--- src/rtl/awe_dsp_operand_sequencer.sv ---
// awe_dsp_operand_sequencer
// Feeds awe_dsp_input_mux. Accepts 4-operand bundles over valid/ready, holds the
// active bundle on datain_0..3 and steps 'mode' through operands 0..count, one per
// cycle. A one-deep shadow bank lets consecutive bundles issue without a bubble.
// Optional build macro: AWE_SEQ_PERF_CNT_EN adds perf_ops / perf_bundles counters.
module awe_dsp_operand_sequencer #(
    parameter int unsigned C_DATA_WIDTH = 18
) (
    input  logic                    clk,
    input  logic                    rst,
    input  logic                    flush,
    input  logic                    in_valid,
    output logic                    in_ready,
    input  logic [C_DATA_WIDTH-1:0] in_data_0,
    input  logic [C_DATA_WIDTH-1:0] in_data_1,
    input  logic [C_DATA_WIDTH-1:0] in_data_2,
    input  logic [C_DATA_WIDTH-1:0] in_data_3,
    input  logic [1:0]              in_count,
    input  logic                    dsp_stall,
    output logic [1:0]              mode,
    output logic [C_DATA_WIDTH-1:0] datain_0,
    output logic [C_DATA_WIDTH-1:0] datain_1,
    output logic [C_DATA_WIDTH-1:0] datain_2,
    output logic [C_DATA_WIDTH-1:0] datain_3,
    output logic                    op_valid,
    output logic                    op_first,
    output logic                    op_last
`ifdef AWE_SEQ_PERF_CNT_EN
    ,
    output logic [31:0]             perf_ops,
    output logic [31:0]             perf_bundles
`endif
);

    typedef enum logic {IDLE, ISSUE} state_t;

    state_t                  state, state_next;
    logic [1:0]              mode_next;
    logic [1:0]              act_count;
    logic [1:0]              sh_count;
    logic [C_DATA_WIDTH-1:0] sh_data_0, sh_data_1, sh_data_2, sh_data_3;
    logic                    sh_full;
    logic                    accept;
    logic                    load_act_in, load_act_sh, load_sh, clr_sh;

    assign in_ready = ~sh_full & ~rst & ~flush;
    assign accept   = in_valid & in_ready;

    // State register
    always_ff @(posedge clk or posedge rst) begin
        if (rst) state <= IDLE;
        else     state <= state_next;
    end

    // Next-state, bank-load controls and operand-valid outputs
    always_comb begin
        state_next  = state;
        mode_next   = mode;
        load_act_in = 1'b0;
        load_act_sh = 1'b0;
        load_sh     = 1'b0;
        clr_sh      = 1'b0;
        op_valid    = 1'b0;
        case (state)
            IDLE: begin
                if (flush) begin
                    mode_next = '0;
                    clr_sh    = 1'b1;
                end else if (accept) begin
                    load_act_in = 1'b1;
                    mode_next   = '0;
                    state_next  = ISSUE;
                end
            end
            ISSUE: begin
                op_valid = ~dsp_stall;
                if (flush) begin
                    state_next = IDLE;
                    mode_next  = '0;
                    clr_sh     = 1'b1;
                end else if (~dsp_stall && mode == act_count) begin
                    // Completion: the shadow drains first; a fresh accept is only
                    // possible when the shadow is empty since in_ready masks it.
                    mode_next = '0;
                    if (sh_full) begin
                        load_act_sh = 1'b1;
                        clr_sh      = 1'b1;
                    end else if (accept) begin
                        load_act_in = 1'b1;
                    end else begin
                        state_next = IDLE;
                    end
                end else begin
                    if (~dsp_stall) mode_next = mode + 2'd1;
                    if (accept)     load_sh   = 1'b1;
                end
            end
            default: state_next = IDLE;
        endcase
        op_first = op_valid & (mode == 2'd0);
        op_last  = op_valid & (mode == act_count);
    end

    // Mode select, active bank and shadow bank registers
    always_ff @(posedge clk or posedge rst) begin
        if (rst) begin
            mode      <= '0;
            act_count <= '0;
            datain_0  <= '0;
            datain_1  <= '0;
            datain_2  <= '0;
            datain_3  <= '0;
            sh_count  <= '0;
            sh_data_0 <= '0;
            sh_data_1 <= '0;
            sh_data_2 <= '0;
            sh_data_3 <= '0;
            sh_full   <= 1'b0;
        end else begin
            mode <= mode_next;
            if (load_act_in) begin
                datain_0  <= in_data_0;
                datain_1  <= in_data_1;
                datain_2  <= in_data_2;
                datain_3  <= in_data_3;
                act_count <= in_count;
            end else if (load_act_sh) begin
                datain_0  <= sh_data_0;
                datain_1  <= sh_data_1;
                datain_2  <= sh_data_2;
                datain_3  <= sh_data_3;
                act_count <= sh_count;
            end
            if (load_sh) begin
                sh_data_0 <= in_data_0;
                sh_data_1 <= in_data_1;
                sh_data_2 <= in_data_2;
                sh_data_3 <= in_data_3;
                sh_count  <= in_count;
                sh_full   <= 1'b1;
            end else if (clr_sh) begin
                sh_full <= 1'b0;
            end
        end
    end

`ifdef AWE_SEQ_PERF_CNT_EN
    // Issued-operand and completed-bundle counters; free-running, flush does not clear
    always_ff @(posedge clk or posedge rst) begin
        if (rst) begin
            perf_ops     <= '0;
            perf_bundles <= '0;
        end else begin
            if (op_valid) perf_ops     <= perf_ops + 32'd1;
            if (op_last)  perf_bundles <= perf_bundles + 32'd1;
        end
    end
`endif

endmodule

--- config.mk ---
export PLATFORM = sky130hd
export DESIGN_NAME = awe_dsp_operand_sequencer
export DESIGN_NICKNAME = d
export VERILOG_FILES = /design/src/rtl/awe_dsp_operand_sequencer.sv
export SDC_FILE = /design/constraint.sdc
export NUM_CORES = 1
export LEC_CHECK = 0
export CORE_MARGIN = 2
export CORE_UTILIZATION = 30
export DETAILED_ROUTE_END_ITERATION = 12
export GPL_TIMING_DRIVEN = 0
export RECOVER_POWER = 25
export SYNTH_ARGS = -nofsm -noshare
export SYNTH_HDL_FRONTEND = slang
export SYNTH_SLANG_ARGS = --single-unit
--- constraint.sdc ---
create_clock -name clk -period 6.24 [get_ports clk]
set_input_delay 1.248 -clock clk [delete_from_list [all_inputs] [get_ports clk]]
set_output_delay 1.248 -clock clk [all_outputs]
set_load 0.02 [all_outputs]
Word-level counts from Yosys, hierarchy flattened:

Cells that the tools add are included.
Widths: inputs -> output; s select.

* add/sub/neg operators: 1
* equality and inequality tests: 3
* mux-type cells: 39
* bitwise gates (word level): 10
* reduce and logical (&&, ||, !) cells: 5

Operators by type and width (count)
* $mux 18: 8
* $mux 1: 20
* $mux 2: 7
* $pmux 1 s2: 3
* $and 1x1->1: 5
* $not 1->1: 5
* $ne 4x3->1 const B: 1
* $pmux 2 s2: 1
* $reduce_bool 2->1: 2
* $ne 3x3->1 const B: 1
* $add 2x1->2 const B: 1
* $eq 2x2->1: 1
* $logic_not 2->1: 1
* $reduce_and 2->1: 1
* $logic_and 1x1->1: 1

* register bits after elaboration: 152
* word-level logic and storage cells: 71

Depth between registers and ports, before layout:

* word-level depth: 10
* depth in mapped cells: 6
* gate-level depth less buffers: 5

Worst setup path after synthesis:

OpenSTA, ideal clock, no wires.

* path type: input -> output
* start: input port dsp_stall
* end: output port op_first
* arrival: 1873 ps
* data required time: 4992 ps
* path slack: 3119 ps
* stages on the path: 3
* buffers on the path: 0
* cell sequence: nand2b_1 inv_1 and2_1

* cells in the longest elaborated chain, start to end: 3

Ends and longest elaborated chain
* start, declared: line 19 `input logic dsp_stall,`
* $not 1->1
* $mux 1: line 64 `case (state)`
* via op_valid: line 25 `output logic op_valid,`
* $and 1x1->1: line 100 `op_first = op_valid & (mode == 2'd0);`
* end, declared: line 26 `output logic op_first,`

The timed path passes the listed nets, and every way through them passes these cells.

Worst setup path in the final report:

* start: input port dsp_stall
* end: output port op_first

* cells in the longest elaborated chain, start to end: 3

Ends and longest elaborated chain (line)
* $not 1->1
* $mux 1: 64
* $and 1x1->1: 100

Every way passes these cells.

==> out/results.txt <==
Status -> finished clean
Gpl congestion -> 0.7429
Most numerous cell in the Yosys netlist -> mux2_2
Highest clock rate -> 239.0 MHz
Max Slew Vio Count -> 0
DR pass1 iterations -> 4
Top cells by area, synth -> dfrtp_1 (55%), mux2_2 (27%), mux2_4 (13%)
PwrDens -> 356.6 nW/um^2
Worst Clk Skew -> 10.02 ps
RSZ-0062 raised after global routing -> no
H-tree depth -> 4
Yosys reg bits -> 152
Total number of vias -> 4,095
Endpoint type of the worst setup path -> output port
TritonCTS Buffers -> 17
Slowest stage delay, CP -> 610 ps
Syn Nets -> 507
Yosys cell types -> 23
# port buffers -> 156
Total gr overflow -> 0
Top Ports -> 157
Min cycle time layout -> 4184 ps
Seq/Total Area, Yosys -> 0.5546
Final setup fails -> 0
CP Cell Sequence -> dlygate4sd3_1 > nand2b_1 > inv_1 > and2_1 > clkdlybuf4s50_1
Setup CP Type -> input port to output port
Worst vdd ir -> 0.1697 mV
Post-CTS Setup Inserts -> 0
CP arrival -> 2940 ps
Mapped Avg Cell Area -> 16.06 um^2
Largest net degree at the start of global routing -> 92
Post-Route WL -> 15,500 um
Starting density of the core -> 0.3038
Critical Path Start Type -> input port
P_leak -> 4.275 nW
CTS hold repair buffers -> 0
Routed wire per std cell -> 17.20 um
Clk root buf -> clkbuf_16
Met1 Use GR -> 0.1700
Post-synth top area share -> 0.5546
Final WS setup -> 2056 ps
Core area -> 22,570 um^2
Fraction of layout cells with a size suffix above 1 -> 0.4497
Layout Utilization -> 0.4178
Area grow syn2layout -> 37.53%
Die H -> 155.2 um
Relative slew slack -> 0.4287
Asr flop ratio synth -> 1.000
Final Hold Viols -> 0
Power, Total -> 3.363 mW
CP max FO -> 5
Layer with the highest usage -> met2
Actual slew at the worst max-slew pin -> 856.9 ps
Critical Path RT -> 4990 ps
Worst skew pair latency -> 410 ps
Iteration-0 DRC Markers -> 95
Max-Cap Viols -> 0
Vias per cell -> 4.545
GR Layer Usage met3 -> 0.03900
Post-DRT Antenna Nets -> 0
TritonCTS clock tree -> yes
Final worst path period share -> 0.6706
Half-perimeter wire length after placement -> 10,560 um
Syn. warnings -> 0
# clock sinks -> 152
Synth top cells by count -> mux2_2 (162), dfrtp_1 (152), mux2_4 (60)
Post-synth EDFFs -> 0
Resized Gates After CTS -> 0
Vias in the first global route -> 4,611
Setup WS pre-CTS -> 2207 ps
Cell taking the most area after synthesis -> dfrtp_1
Final #Nets -> 683
Drt drc -> 0
Ant. Diodes -> 0
Initial antenna violation count -> 0
Cell area after synthesis -> 6858 um^2
Critical path's slowest cell -> clkdlybuf4s50_1
Top FF cell, synth -> dfrtp_1
Die area -> 24,090 um^2
Met2 Use GR -> 0.2224
CTS max path bufs -> 2
Row cnt -> 55
GRT Util Overall -> 0.1340
Die W -> 155.2 um
Reg clk slew, reported paths -> 60 ps
Global-route wire length before repair -> 25,050 um
Hold Path Class -> flop to flop
Syn Inst Count -> 427
-- state kept, by name, indices dropped and copies added (netlist names) --
signal / cells
datain_3: 18
sh_data_2: 18
state: 1
sh_full: 1
datain_1: 18
sh_data_3: 18
datain_0: 18
act_count: 2
sh_data_1: 18
sh_data_0: 18
datain_2: 18
sh_count: 2
mode: 2
-- where the power goes --
| group | internal, mW | leakage [nW] | switching (mW) | total, mW |
|---|---|---|---|---|
| Sequential | 1.24 | 1.87 | 0.134 | 1.38 |
| Clock | 0.657 | 0.291 | 0.431 | 1.09 |
| Combinational | 0.561 | 2.11 | 0.339 | 0.901 |
| Total | 2.46 | 4.28 | 0.905 | 3.36 |
-- critical path, delay by kind of cell --
family / cells / cell delay (ps)
buffers and inverters: 3 / 1340
and+or+nand+nor: 2 / 350
-- metrics by stage --
stage | cell area, um^2 | hold WS [ps] | std cells | TNS [ps]
finish | 9432 | 501.4 | 901 | 0
floorplan | 6858 | 475.4 | 427 | 0
detailed placement | 8808 | 493.3 | 869 | 0
global placement | 8776 | 483.5 | 868 | -169050
global route | 9432 | 516.1 | 901 | 0
CTS | 9432 | 507.6 | 901 | 0
-- placed cells by master, fill, tap and decap left out --
cell | netlist | layout
bufinv_16 | 0 | 3
inv_8 | 0 | 1
mux2_4 | 60 | 60
mux2_2 | 162 | 162
o31ai_1 | 2 | 2
a32oi_1 | 1 | 1
or4_4 | 1 | 1
inv_6 | 0 | 2
clkdlybuf4s50_1 | 0 | 154
buf_2 | 13 | 13
ha_1 | 1 | 1
nor3_1 | 1 | 1
clkbuf_8 | 0 | 2
a31oi_1 | 1 | 1
nand2b_1 | 2 | 2
a21oi_1 | 2 | 2
dfrtp_1 | 152 | 152
inv_1 | 5 | 4
or2_2 | 1 | 1
buf_6 | 7 | 7
dlygate4sd3_1 | 0 | 2
clkinvlp_4 | 0 | 4
o21ai_0 | 1 | 1
nand2_1 | 2 | 2
clkbuf_16 | 0 | 17
nor2_1 | 3 | 3
buf_16 | 0 | 1
or3_1 | 1 | 1
xor2_1 | 2 | 2
clkinv_4 | 0 | 3
and2_1 | 1 | 1
nand3_1 | 2 | 2
clkbuf_1 | 4 | 5
-- cell families after synthesis --
group	Yosys count	share of synthesized area
compound gates	7	0.006568
xor+xnor	2	0.002555
fa+ha+maj	1	0.001824
buf+inv	29	0.02591
flops	152	0.5546
mux	222	0.3974
simple gates	14	0.01113
-- final timing paths --
| check | to | slack [ps] | start | cells past startpoint |
|---|---|---|---|---|
| worst min-delay path | sh_data_3[17]$_DFFE_PP0P_ | 500 | sh_data_3[17]$_DFFE_PP0P_ | 1 |
| max in group asynchronous | datain_0[13]$_DFFE_PP0P_ | 3900 | rst | 3 |
| worst max-delay path | op_first | 2060 | dsp_stall | 5 |
| min in group asynchronous | mode[1]$_DFFE_PP0P_ | 1540 | rst | 2 |
| worst min register to register | sh_data_3[17]$_DFFE_PP0P_ | 500 | sh_data_3[17]$_DFFE_PP0P_ | 1 |
| worst max register to register | datain_3[10]$_DFFE_PP0P_ | 3850 | mode[1]$_DFFE_PP0P_ | 6 |
-- layout make-up --
type	instances	area, um^2
Fill cell	2054	13140
Sequential cell	152	3804
Multi-Input combinational cell	246	2877
Timing Repair Buffer	157	1589
Clock buffer	20	456.7
Tap cell	285	356.6
Clock inverter	12	166.4
Buffer	24	158.9
Inverter	5	23.77
-- routing by layer --
layer / wire (um) / vias to the layer above
li1: - / 1890
met1: 6907 / 2087
met2: 7666 / 106
met3: 756 / 12
met4: 170 / 0
met5: 0 / -
Note: power is estimated with default switching activity, not from simulation.
